File: config.mk
export PLATFORM = sky130hd
export DESIGN_NAME = beam_combiner
export DESIGN_NICKNAME = d
export VERILOG_FILES = /design/src/rtl/beam_comb_pkg.sv /design/src/rtl/beam_cmul.sv /design/src/rtl/beam_combiner.sv
export SDC_FILE = /design/constraint.sdc
export NUM_CORES = 1
export LEC_CHECK = 0
export BUFFER_PORTS_ARGS = -buffer_cell sky130_fd_sc_hd__buf_4
export CAP_MARGIN = 20
export CORE_ASPECT_RATIO = 1.25
export CORE_MARGIN = 3
export CORE_UTILIZATION = 64
export DETAILED_ROUTE_END_ITERATION = 16
export GPL_TIMING_DRIVEN = 0
export PLACE_DENSITY = 0.83
export SLEW_MARGIN = 40
export SYNTH_ARGS = -nofsm -noshare
export SYNTH_HDL_FRONTEND = slang
export SYNTH_HIERARCHICAL = 1
export SYNTH_SLANG_ARGS = --single-unit
export TNS_END_PERCENT = 100
File: constraint.sdc
create_clock -name clk -period 10.2 [get_ports clk]
set_input_delay 2.04 -clock clk [delete_from_list [all_inputs] [get_ports clk]]
set_output_delay 2.04 -clock clk [all_outputs]
set_load 0.01 [all_outputs]
File: src/rtl/beam_comb_pkg.sv
// rtl/beam_comb_pkg.sv - Width helpers, saturation and shared constants for beam_combiner.
package beam_comb_pkg;

  localparam int SAT_CNT_W = 16;
  localparam int SAT_MAX_W = 64;

  function automatic int prod_w(input int data_w, input int coef_w);
    return data_w + coef_w;
  endfunction

  function automatic int cmul_w(input int data_w, input int coef_w);
    return prod_w(data_w, coef_w) + 1;
  endfunction

  function automatic int acc_w(input int data_w, input int coef_w, input int num_beams);
    return cmul_w(data_w, coef_w) + $clog2(num_beams);
  endfunction

  function automatic int bidx_w(input int num_beams);
    return (num_beams > 1) ? $clog2(num_beams) : 1;
  endfunction

  // Clamp a sign-extended accumulator value into the signed data_w range.
  function automatic logic signed [SAT_MAX_W-1:0] saturate(input logic signed [SAT_MAX_W-1:0] v,
                                                           input int data_w);
    logic signed [SAT_MAX_W-1:0] hi;
    logic signed [SAT_MAX_W-1:0] lo;
    hi = (64'sd1 <<< (data_w - 1)) - 64'sd1;
    lo = -hi - 64'sd1;
    if (v > hi) return hi;
    if (v < lo) return lo;
    return v;
  endfunction

endpackage

File: src/rtl/beam_cmul.sv
// rtl/beam_cmul.sv - Registered conjugate complex multiply: (i*cos + q*sin, q*cos - i*sin).
module beam_cmul
  import beam_comb_pkg::*;
#(
  parameter int DATA_W = 15,
  parameter int COEF_W = 5,
  parameter int CMUL_W = cmul_w(DATA_W, COEF_W)
) (
  input  logic                     clk,
  input  logic                     rst_n,
  input  logic                     valid_i,
  input  logic                     first_i,
  input  logic                     last_i,
  input  logic signed [DATA_W-1:0] i_i,
  input  logic signed [DATA_W-1:0] q_i,
  input  logic signed [COEF_W-1:0] cos_i,
  input  logic signed [COEF_W-1:0] sin_i,
  output logic                     valid_o,
  output logic                     first_o,
  output logic                     last_o,
  output logic signed [CMUL_W-1:0] re_o,
  output logic signed [CMUL_W-1:0] im_o
);

  localparam int PROD_W = prod_w(DATA_W, COEF_W);

  logic signed [PROD_W-1:0] i_cos, q_sin, q_cos, i_sin;
  logic signed [CMUL_W-1:0] re_d, im_d, re_q, im_q;
  logic                     valid_q, first_q, last_q;

  always_comb begin
    i_cos = PROD_W'(i_i) * PROD_W'(cos_i);
    q_sin = PROD_W'(q_i) * PROD_W'(sin_i);
    q_cos = PROD_W'(q_i) * PROD_W'(cos_i);
    i_sin = PROD_W'(i_i) * PROD_W'(sin_i);
    re_d  = CMUL_W'(i_cos) + CMUL_W'(q_sin);
    im_d  = CMUL_W'(q_cos) - CMUL_W'(i_sin);
  end

  always_ff @(posedge clk) begin
    if (!rst_n) begin
      valid_q <= 1'b0;
      first_q <= 1'b0;
      last_q  <= 1'b0;
      re_q    <= '0;
      im_q    <= '0;
    end else begin
      valid_q <= valid_i;
      first_q <= first_i;
      last_q  <= last_i;
      if (valid_i) begin
        re_q <= re_d;
        im_q <= im_d;
      end
    end
  end

  assign valid_o = valid_q;
  assign first_o = first_q;
  assign last_o  = last_q;
  assign re_o    = re_q;
  assign im_o    = im_q;

endmodule

File: src/rtl/beam_combiner.sv
// rtl/beam_combiner.sv - Time-multiplexed weighted beam combiner with double-buffered weights.
// Optional saturation event counter enabled by BEAM_COMB_SAT_CNT_EN.
module beam_combiner
  import beam_comb_pkg::*;
#(
  parameter  int NUM_BEAMS = 2,
  parameter  int DATA_W    = 15,
  parameter  int COEF_W    = 5,
  localparam int BIDX_W    = bidx_w(NUM_BEAMS)
) (
  input  logic                     clk,
  input  logic                     rst_n,
  input  logic                     in_valid,
  input  logic                     in_first,
  input  logic signed [DATA_W-1:0] in_i,
  input  logic signed [DATA_W-1:0] in_q,
  input  logic                     coef_we,
  input  logic [BIDX_W-1:0]        coef_addr,
  input  logic signed [COEF_W-1:0] coef_cos,
  input  logic signed [COEF_W-1:0] coef_sin,
  input  logic                     coef_commit,
  output logic                     commit_pending,
  output logic                     out_valid,
  output logic signed [DATA_W-1:0] out_i,
  output logic signed [DATA_W-1:0] out_q,
  output logic                     frame_err,
  output logic [SAT_CNT_W-1:0]     sat_cnt
);

  localparam int                CMUL_W    = cmul_w(DATA_W, COEF_W);
  localparam int                ACC_W     = acc_w(DATA_W, COEF_W, NUM_BEAMS);
  localparam logic [BIDX_W-1:0] LAST_BIDX = BIDX_W'(NUM_BEAMS - 1);

  logic [BIDX_W-1:0]        bidx_q, bidx_d, cur_bidx;
  logic                     pending_q, pending_d, copy;
  logic                     frame_err_q, frame_err_d;
  logic signed [COEF_W-1:0] sh_cos_q  [NUM_BEAMS];
  logic signed [COEF_W-1:0] sh_sin_q  [NUM_BEAMS];
  logic signed [COEF_W-1:0] act_cos_q [NUM_BEAMS];
  logic signed [COEF_W-1:0] act_sin_q [NUM_BEAMS];
  logic signed [COEF_W-1:0] w_cos, w_sin;

  // A beam-0 sample that triggers the bank copy reads the shadow bank directly.
  always_comb begin
    cur_bidx    = in_first ? '0 : bidx_q;
    bidx_d      = bidx_q;
    if (in_valid) bidx_d = (cur_bidx == LAST_BIDX) ? '0 : cur_bidx + BIDX_W'(1);
    copy        = in_valid && (cur_bidx == '0) && pending_q;
    pending_d   = coef_commit || (pending_q && !copy);
    frame_err_d = in_valid && in_first && (bidx_q != '0);
    w_cos       = copy ? sh_cos_q[0] : act_cos_q[cur_bidx];
    w_sin       = copy ? sh_sin_q[0] : act_sin_q[cur_bidx];
  end

  always_ff @(posedge clk) begin
    if (!rst_n) begin
      for (int b = 0; b < NUM_BEAMS; b++) begin
        sh_cos_q[b]  <= '0;
        sh_sin_q[b]  <= '0;
        act_cos_q[b] <= '0;
        act_sin_q[b] <= '0;
      end
    end else begin
      if (coef_we) begin
        sh_cos_q[coef_addr] <= coef_cos;
        sh_sin_q[coef_addr] <= coef_sin;
      end
      if (copy) begin
        for (int b = 0; b < NUM_BEAMS; b++) begin
          act_cos_q[b] <= sh_cos_q[b];
          act_sin_q[b] <= sh_sin_q[b];
        end
      end
    end
  end

  logic                     p_valid, p_first, p_last;
  logic signed [CMUL_W-1:0] p_re, p_im;

  beam_cmul #(
    .DATA_W (DATA_W),
    .COEF_W (COEF_W),
    .CMUL_W (CMUL_W)
  ) u_cmul (
    .clk     (clk),
    .rst_n   (rst_n),
    .valid_i (in_valid),
    .first_i (cur_bidx == '0),
    .last_i  (cur_bidx == LAST_BIDX),
    .i_i     (in_i),
    .q_i     (in_q),
    .cos_i   (w_cos),
    .sin_i   (w_sin),
    .valid_o (p_valid),
    .first_o (p_first),
    .last_o  (p_last),
    .re_o    (p_re),
    .im_o    (p_im)
  );

  logic signed [ACC_W-1:0]     acc_re_q, acc_re_d, acc_im_q, acc_im_d;
  logic                        done_q, done_d;
  logic signed [SAT_MAX_W-1:0] ext_re, ext_im;
  logic signed [DATA_W-1:0]    out_i_q, out_i_d, out_q_q, out_q_d;
  logic                        out_valid_q;

  // A beam-0 product reloads the sum, which also drops any truncated partial frame.
  always_comb begin
    acc_re_d = acc_re_q;
    acc_im_d = acc_im_q;
    done_d   = p_valid && p_last;
    if (p_valid) begin
      if (p_first) begin
        acc_re_d = ACC_W'(p_re);
        acc_im_d = ACC_W'(p_im);
      end else begin
        acc_re_d = acc_re_q + ACC_W'(p_re);
        acc_im_d = acc_im_q + ACC_W'(p_im);
      end
    end
    ext_re  = SAT_MAX_W'(acc_re_q);
    ext_im  = SAT_MAX_W'(acc_im_q);
    out_i_d = done_q ? DATA_W'(saturate(ext_re, DATA_W)) : out_i_q;
    out_q_d = done_q ? DATA_W'(saturate(ext_im, DATA_W)) : out_q_q;
  end

  always_ff @(posedge clk) begin
    if (!rst_n) begin
      bidx_q      <= '0;
      pending_q   <= 1'b0;
      frame_err_q <= 1'b0;
      acc_re_q    <= '0;
      acc_im_q    <= '0;
      done_q      <= 1'b0;
      out_valid_q <= 1'b0;
      out_i_q     <= '0;
      out_q_q     <= '0;
    end else begin
      bidx_q      <= bidx_d;
      pending_q   <= pending_d;
      frame_err_q <= frame_err_d;
      acc_re_q    <= acc_re_d;
      acc_im_q    <= acc_im_d;
      done_q      <= done_d;
      out_valid_q <= done_q;
      out_i_q     <= out_i_d;
      out_q_q     <= out_q_d;
    end
  end

`ifdef BEAM_COMB_SAT_CNT_EN
  logic [SAT_CNT_W-1:0] sat_cnt_q, sat_cnt_d;
  logic                 clamp;

  always_comb begin
    clamp     = (saturate(ext_re, DATA_W) != ext_re) || (saturate(ext_im, DATA_W) != ext_im);
    sat_cnt_d = sat_cnt_q;
    if (done_q && clamp && (sat_cnt_q != '1)) sat_cnt_d = sat_cnt_q + SAT_CNT_W'(1);
  end

  always_ff @(posedge clk) begin
    if (!rst_n) sat_cnt_q <= '0;
    else        sat_cnt_q <= sat_cnt_d;
  end

  assign sat_cnt = sat_cnt_q;
`else
  assign sat_cnt = '0;
`endif

  assign commit_pending = pending_q;
  assign out_valid      = out_valid_q;
  assign out_i          = out_i_q;
  assign out_q          = out_q_q;
  assign frame_err      = frame_err_q;

endmodule

==> results of run 1 <==
[worst paths after layout]
path / from / end / slack (ns) / depth (start not counted)
setup / recovery: in_first / u_cmul/re_o[17]$_SDFFE_PN0P_ / 0.98 / 25
hold / removal: bidx_q$_SDFFE_PN0P_ / frame_err$_SDFF_PN0_ / 0.46 / 2
setup reg to reg: bidx_q$_SDFFE_PN0P_ / u_cmul/re_o[17]$_SDFFE_PN0P_ / 2.30 / 24
hold reg to reg: bidx_q$_SDFFE_PN0P_ / frame_err$_SDFF_PN0_ / 0.46 / 2
[logic make-up after synthesis]
kind of cell / synth area share, %
AO/OA/AOI/OAI: 13.26
flip-flops: 18.70
AND/OR/NAND/NOR: 17.37
adder cells (fa/ha/maj): 36.32
other: 0.01904
XOR/XNOR: 2.699
buffers and inverters: 9.527
multiplexers: 2.115
[stage by stage]
step / hold WS [ns] / utilization (%) / instance area [um^2]
after floorplan: 0.4326 / - / 19760
after global placement: 0.4451 / 68.31 / 20630
after detailed placement: 0.4480 / 68.41 / 20660
after CTS: 0.4574 / 70.26 / 21220
after global routing: 0.4882 / 70.27 / 21220
final: 0.4596 / 70.27 / 21220
[routing by layer]
metal	wire (um)	share of wire (%)	vias up	GRT usage, %
li1	-	-	7443	-
met4	2621	5.0	0	16.23
met5	0	0	-	0
met1	19600	38	7803	40.18
met3	3559	6.8	172	3.793
met2	26300	50	702	57.75
[worst max-delay path: cells and delay by family]
family                     cells  cell delay [ns]
buffers and inverters          8             1.93
adders and majority gates      6             3.01
AOI/OAI and AO/OA              5             1.64
muxes                          1             0.25
and+or+nand+nor                5             0.63
[layout make-up]
type / instances / area (um^2) / share of cell area, %
clock inverter: 8 / 76.32 / 0.3596
tap: 401 / 501.7 / 2.364
inverter: 349 / 1310 / 6.173
timing repair buffer: 52 / 390.4 / 1.839
buffer: 134 / 566.8 / 2.671
clock buffer: 23 / 480.5 / 2.264
sequential: 164 / 3684 / 17.36
multi-input combinational: 1619 / 14210 / 66.97
[registers in the layout (all words and copies together) (netlist names), 10 cells and up]
name and count:
sh_cos_q 10, acc_im_q 22, sh_sin_q 10, act_sin_q 10, act_cos_q 10, acc_re_q 22
out_q 15, u_cmul/re_o 21, u_cmul/im_o 21, out_i 15
[report_power, final]
group          switching, W  internal (W)
combinational       0.00328       0.00232
clock              0.000254      0.000356
sequential        0.0000851      0.000765
total               0.00362       0.00344
[cells in the final DEF (no fill, tap or decap), types with 9 or more instances in the layout]
cell type and count:
xor2_1 11, a21oi_1 109, clkbuf_1 112, a21o_1 37
a211oi_1 29, ha_1 151, buf_4 68, mux2i_1 39
nand4_1 12, o211ai_1 17, o21ai_1 10, inv_1 346
and2_1 152, nand3_1 26, nand2_1 204, a31oi_1 22
nor3_1 25, clkbuf_16 18, o21a_1 12, nand2b_1 60
conb_1 16, o21ai_0 92, fa_1 263, edfxtp_1 40
and3_1 28, nor2_1 139, or3_1 9, o21bai_1 10
dfxtp_1 124, xnor2_1 42
==> impl_metrics.yaml, run 1 <==
outcome:
  outcome: "finished, final reports clean"
yosys:
  synth_top_flop_cell: "dfxtp_1"
  ys_seq_elements: 164
  yosysMostFrequentCell: "inv_1"
  synthTopCellsByArea: "fa_1 (27%), dfxtp_1 (13%), ha_1 (9.6%)"
  syn_avg_cell_area_um2: 8.751
  synth_top_area_share_pct: 26.73
  yosysWarnings: 6
  synthCells: 2251
  synth_common_cells: "inv_1 (346), fa_1 (263), nand2_1 (205)"
  post_synth_num_cell_types: 82
  synth_enable_flop_cells: 40
  async_reset_ff_share_pct: 0
  mappedNetlistArea_um2: 19700
  yosys.area.top_type: "fa_1"
  yosysSeqAreaShare_pct: 18.70
power:
  ir_drop_uv: 244.8
  total_power_w: 0.007059
  power_density_nw_per_um2: 332.6
  power.leakage_nw: 9.925
clocking:
  clkSlewWorstSetupHoldPaths_ns: 0.07
  ctsHoldBuffers: 0
  htree_levels: 4
  cts_buffers: 17
  cts_resized: 0
  root_buffer: "clkbuf_16"
  postCtsSetupBuffers: 0
  cts_tree: "yes"
  clock_sinks: 164
  clkLatencyLatePin_ns: 0.43
  cts_max_path_buffers: 2
sta:
  drv_slew: 0
  fin_skew_ns: 0.01030
  slew_headroom_pct: 46.70
  fin_tns_setup_ns: 0
  finalCriticalPeriod_ns: 9.220
  max_freq_mhz: 108.5
  rsz0062_at_grt: "no"
  layout_setup_ws_ns: 0.9800
  tightest_slew_ns: 0.7995
  period_share_pct: 90.39
  finalSetupViolations: 0
  hold_viol: 0
finish:
  drive_gt1_share_pct: 5.066
  diodes: 0
  fill_cells: 2420
  final_cells: 2750
  layout.nets: 2798
  area_growth_pct: 7.737
global_routing:
  grt-ovfl-total: 0
  grtUsageTotal_pct: 32.97
  grt_pass1_wl_um: 86350
  antenna_found_initial: 0
  grt_max_degree: 21
  grt_pass1_vias: 17140
drt:
  ant_nets: 0
  wl_um: 52080
  drtPass1Iterations: 5
  vias_per_cell: 5.862
  routedWlPerCell_um: 18.94
  drc: 0
  detail_route.iter0.violations: 1088
  num_vias: 16120
floorplan:
  start_util_pct: 65.22
  die-area_um2: 32930
  rows: 71
  die_w_um: 162.9
  core_um2: 30200
  ios: 96
  die_y_um: 202.2
worst_setup_path:
  worstPathRequired_ns: 10.51
  max_stage_delay_ns: 0.61
  crit_type: "primary input to flip-flop"
  start_kind: "primary input"
  cp_max_fo: 10
  crit_top_cell: "fa_1"
  critPathCaptureType: "flip-flop"
  arrival_ns: 9.53
  crit_slowest_cell: "clkbuf_1"
job:
  maxCapViolCount: 0
worst_hold_path:
  hold_path_class: "flip-flop to flip-flop"
place:
  dp_hpwl_um: 42390
  io_buffer_count: 50
  gp_congestion: 0.9620
  dp_slack_ns: 0.6954
  dp.cells: 2719
(Power assumes the default switching activity.)
==> inputs of run 2 (changes only) <==
==> constraint.sdc (replaced) <==
create_clock -name clk -period 9.4 [get_ports clk]
set_input_delay 1.88 -clock clk [delete_from_list [all_inputs] [get_ports clk]]
set_output_delay 1.88 -clock clk [all_outputs]
set_load 0.01 [all_outputs]
==> impl_metrics.yaml, run 2 (same netlist as run 1, synthesis figures left out) <==
global_routing:
  grt_max_degree: 21
  grt_pass1_vias: 17140
  grtUsageTotal_pct: 32.97
  antenna_found_initial: 0
  grt-ovfl-total: 0
  grt_pass1_wl_um: 86350
worst_setup_path:
  reg2reg_from: "bidx_q$_SDFFE_PN0P_"
  crit_top_cell: "fa_1"
  critPathCaptureType: "flip-flop"
  start_kind: "primary input"
  worstReg2RegEnd: "u_cmul/re_o[17]$_SDFFE_PN0P_"
  crit_family: "adder cells"
  crit_slowest_cell: "fa_1"
  rrSetupSlack_ns: 1.71
  rr_worst_depth: 24
  cp_num_buf_inv: 8
  crit_type: "primary input to flip-flop"
  cp_max_fo: 10
  arrival_ns: 9.16
  worstPathRequired_ns: 9.71
  max_stage_delay_ns: 0.58
finish:
  reg_top3: "acc_im_q x22, acc_re_q x22"
  final_cell_mix: "inv_1 (346), fa_1 (263), nand2_1 (204)"
  final-seq-area_um2: 3684
  diodes: 0
  drive_gt1_share_pct: 5.109
  multiInputGateArea_um2: 14210
  fin_area_um2: 21220
  layout_commonest_cell: "inv_1"
  fill_cells: 2421
  area_growth_pct: 7.743
  layout.nets: 2798
clocking:
  htree_levels: 4
  root_buffer: "clkbuf_16"
  cts_buffers: 17
  clkSlewWorstSetupHoldPaths_ns: 0.07
  clkLatencyLatePin_ns: 0.43
  postCtsSetupBuffers: 0
  cts_tree: "yes"
  clock_sinks: 164
  cts_max_path_buffers: 2
floorplan:
  core_um2: 30200
  start_util_pct: 65.22
  die_w_um: 162.9
  ios: 96
  die_y_um: 202.2
  rows: 71
  die-area_um2: 32930
drt:
  drc: 0
  drtPass1Iterations: 7
  ant_nets: 0
  detail_route.iter0.violations: 1073
  vias_per_cell: 5.850
  num_vias: 16090
  routedWlPerCell_um: 18.95
  wl_um: 52130
power:
  ir_drop_uv: 264.8
  total_power_w: 0.007654
  power.leakage_nw: 9.928
  power_density_nw_per_um2: 360.6
place:
  io_buffer_count: 50
  gp_congestion: 0.9620
  placed_area_um2: 20660
  dp_hpwl_um: 42390
  dp_slack_ns: 0.05543
sta:
  hold_slack_ns: 0.4596
  rsz0062_at_grt: "no"
  tightest_slew_ns: 0.8291
  hold_viol: 0
  layout_setup_ws_ns: 0.5470
  fin_skew_ns: 0.01120
  fin_tns_setup_ns: 0
  drv_slew: 0
  slew_headroom_pct: 44.47
  finalCriticalPeriod_ns: 8.853
  max_freq_mhz: 113.0
  finalSetupViolations: 0
  period_share_pct: 94.18
worst_hold_path:
  min_to: "frame_err$_SDFF_PN0_"
  hold_path_depth: 2
  hold_path_class: "flip-flop to flip-flop"
  min_from: "bidx_q$_SDFFE_PN0P_"
outcome:
  outcome: "finished, final reports clean"
job:
  maxCapViolCount: 0
run 2: repair_timing:
action                     4_1_cts  5_1_grt
hold buffers                     0        0
resized for setup                0        2
setup endpoints to repair        0        1
run 2: worst max-delay path by stage:
stage                        start                      endpoint  depth (start not counted)  slack (ns)
after floorplan           in_first  u_cmul/re_o[17]$_SDFFE_PN0P_                         24        1.67
after global placement    in_first  u_cmul/re_o[17]$_SDFFE_PN0P_                         23       -0.38
after detailed placement  in_first  u_cmul/re_o[17]$_SDFFE_PN0P_                         25        0.06
after CTS                 in_first  u_cmul/re_o[17]$_SDFFE_PN0P_                         25        0.49
after global routing      in_first  u_cmul/re_o[17]$_SDFFE_PN0P_                         25        0.13
final                     in_first  u_cmul/re_o[17]$_SDFFE_PN0P_                         25        0.55
run 2: tightest hold or removal path: cells and delay by family, from the launching register on:
kind             cells  cell delay [ns]
DFF                  1             0.33
and+or+nand+nor      2             0.10
run 2: per-stage QoR:
stage          cells  util (%)
2_1_floorplan   2266         -
3_3_place_gp    2717     68.31
4_1_cts         2750     70.26
5_1_grt         2750     70.27
3_5_place_dp    2719     68.41
6_report        2750     70.27
run 2: power breakdown:
| part | total (W) | leakage [nW] | internal, W | switching, W |
|---|---|---|---|---|
| Combinational | 0.00607 | 8.23 | 0.00252 | 0.00355 |
| Clock | 0.000664 | 0.272 | 0.000387 | 0.000278 |
| Sequential | 0.000922 | 1.42 | 0.000830 | 0.0000919 |
run 2: cell type report:
cell class	instances	area share [%]
sequential	164	17.36
clock buffer	23	2.264
buffer	134	2.676
multi-input combinational	1619	66.97
tap	401	2.364
inverter	349	6.172
timing repair buffer	52	1.839
clock inverter	8	0.3596
run 2: layer usage:
layer	wire length, um	up-vias	GRT usage [%]
li1	-	7443	-
met1	20170	7852	40.18
met2	26450	632	57.75
met3	2981	160	3.793
met4	2523	0	16.23
met5	0	-	0
==> inputs of run 3 (changes only) <==
--- a/config.mk
+++ b/config.mk
@@ -9,10 +9,11 @@
 export CAP_MARGIN = 20
 export CORE_ASPECT_RATIO = 1.25
 export CORE_MARGIN = 3
-export CORE_UTILIZATION = 64
+export CORE_UTILIZATION = 65
 export DETAILED_ROUTE_END_ITERATION = 16
 export GPL_TIMING_DRIVEN = 0
-export PLACE_DENSITY = 0.83
+export MAX_ROUTING_LAYER = met4
+export PLACE_DENSITY = 0.84
 export SLEW_MARGIN = 40
 export SYNTH_ARGS = -nofsm -noshare
 export SYNTH_HDL_FRONTEND = slang
==> constraint.sdc (replaced) <==
create_clock -name clk -period 11.2 [get_ports clk]
set_input_delay 2.24 -clock clk [delete_from_list [all_inputs] [get_ports clk]]
set_output_delay 2.24 -clock clk [all_outputs]
set_load 0.01 [all_outputs]
==> impl_metrics.yaml, run 3 (same netlist as run 1, synthesis figures left out) <==
global_routing:
  grt_pass1_wl_um: 85090
  grt-ovfl-total: 0
  antenna_found_initial: 0
  grt_pass1_vias: 16940
  grtUsageTotal_pct: 33.91
  grt_max_degree: 21
sta:
  tightest_slew_ns: 0.9595
  finalCriticalPeriod_ns: 9.377
  rsz0062_at_grt: "no"
  period_share_pct: 83.73
  fin_tns_setup_ns: 0
  fin_skew_ns: 0.01062
  hold_viol: 0
  finalSetupViolations: 0
  slew_headroom_pct: 35.83
  drv_slew: 0
  max_freq_mhz: 106.6
worst_setup_path:
  crit_family: "adder cells"
  crit_slowest_cell: "clkbuf_1"
  cp_num_buf_inv: 8
  critPathCaptureType: "flip-flop"
  rrSetupSlack_ns: 3.33
  reg2reg_from: "bidx_q$_SDFFE_PN0P_"
  max_stage_delay_ns: 0.59
  worstReg2RegEnd: "u_cmul/re_o[17]$_SDFFE_PN0P_"
  crit_top_cell: "fa_1"
  cp_max_fo: 10
  worstPathRequired_ns: 11.52
  crit_type: "primary input to flip-flop"
  rr_worst_depth: 24
  arrival_ns: 9.70
  start_kind: "primary input"
worst_hold_path:
  min_to: "done_q$_SDFF_PN0_"
  hold_path_class: "flip-flop to flip-flop"
  min_from: "u_cmul/last_o$_SDFF_PN0_"
  hold_path_depth: 1
power:
  power.leakage_nw: 9.952
  ir_drop_uv: 226.5
  power_density_nw_per_um2: 303.2
finish:
  layout.nets: 2796
  diodes: 0
  reg_top3: "acc_im_q x22, acc_re_q x22"
  drive_gt1_share_pct: 5.111
  layout_commonest_cell: "inv_1"
  fill_cells: 2279
  multiInputGateArea_um2: 14220
  final-seq-area_um2: 3684
  area_growth_pct: 8.098
  final_cell_mix: "inv_1 (346), fa_1 (263), nand2_1 (204)"
  fin_area_um2: 21290
drt:
  drtPass1Iterations: 5
  detail_route.iter0.violations: 1111
  routedWlPerCell_um: 19.15
  drc: 0
  wl_um: 52560
  vias_per_cell: 5.894
  ant_nets: 0
  num_vias: 16170
floorplan:
  die-area_um2: 32440
  start_util_pct: 66.54
  ios: 96
  die_y_um: 200.6
  rows: 70
  core_um2: 29600
  die_w_um: 161.7
outcome:
  outcome: "finished, final reports clean"
place:
  dp_hpwl_um: 42670
  gp_congestion: 0.9618
  io_buffer_count: 50
  placed_area_um2: 20650
clocking:
  clkSlewWorstSetupHoldPaths_ns: 0.06
  cts_buffers: 17
  clock_sinks: 164
  ctsHoldBuffers: 0
  postCtsSetupBuffers: 0
  cts_resized: 0
  clkLatencyLatePin_ns: 0.44
  htree_levels: 4
  root_buffer: "clkbuf_16"
  cts_max_path_buffers: 2
  cts_tree: "yes"
job:
  maxCapViolCount: 0
-- run 3: worst reg2reg max path, delay by kind of cell (launching register included) --
kind            cells  cell delay (ns)
fa+ha+maj           6             3.01
buf+inv             7             1.84
compound gates      5             1.59
simple gates        5             0.70
flops               1             0.36
mux                 1             0.24
-- run 3: area by class of cell --
class / count / share of cell area [%]
inverters: 349 / 6.152
clock inverters: 10 / 0.6816
clock buffers: 22 / 2.327
plain buffers: 134 / 2.662
repair buffers: 50 / 1.763
well taps: 396 / 2.327
flip-flops and latches: 164 / 17.30
multi-input cells: 1619 / 66.79
-- run 3: metal layers --
metal / vias up / GRT usage (%) / wire length (um)
li1: 7459 / - / -
met4: 0 / 17.13 / 2893
met5: - / - / 0
met2: 728 / 58.43 / 26280
met3: 198 / 3.364 / 3728
met1: 7789 / 39.45 / 19660
-- run 3: per-stage QoR --
step	worst slack [ns]	hold slack, ns	utilization (%)	cells	total power (W)
6_report	1.823	0.4624	71.93	2744	0.006456
5_1_grt	1.379	0.4883	71.93	2744	0.007110
4_1_cts	1.888	0.4641	71.92	2744	0.006409
3_5_place_dp	1.465	0.4499	69.76	2712	0.005771
3_3_place_gp	1.006	0.4451	69.67	2712	0.005599
2_1_floorplan	3.115	0.4326	-	2266	0.004636
-- run 3: how the worst max path moves through the flow --
stage / start / to / slack [ns] / depth (start not counted)
6_report: in_first / u_cmul/re_o[17]$_SDFFE_PN0P_ / 1.82 / 25
5_1_grt: in_first / u_cmul/re_o[17]$_SDFFE_PN0P_ / 1.38 / 25
4_1_cts: in_first / u_cmul/re_o[17]$_SDFFE_PN0P_ / 1.89 / 25
3_5_place_dp: in_first / u_cmul/re_o[17]$_SDFFE_PN0P_ / 1.47 / 25
3_3_place_gp: in_first / u_cmul/re_o[17]$_SDFFE_PN0P_ / 1.01 / 23
2_1_floorplan: in_first / u_cmul/re_o[17]$_SDFFE_PN0P_ / 3.11 / 24
-- run 3: power breakdown --
part           switching [W]  total (W)  internal [W]
Sequential         0.0000783   0.000775      0.000697
Clock               0.000244   0.000628      0.000383
Combinational        0.00294    0.00505       0.00211
Total                0.00327    0.00646       0.00319
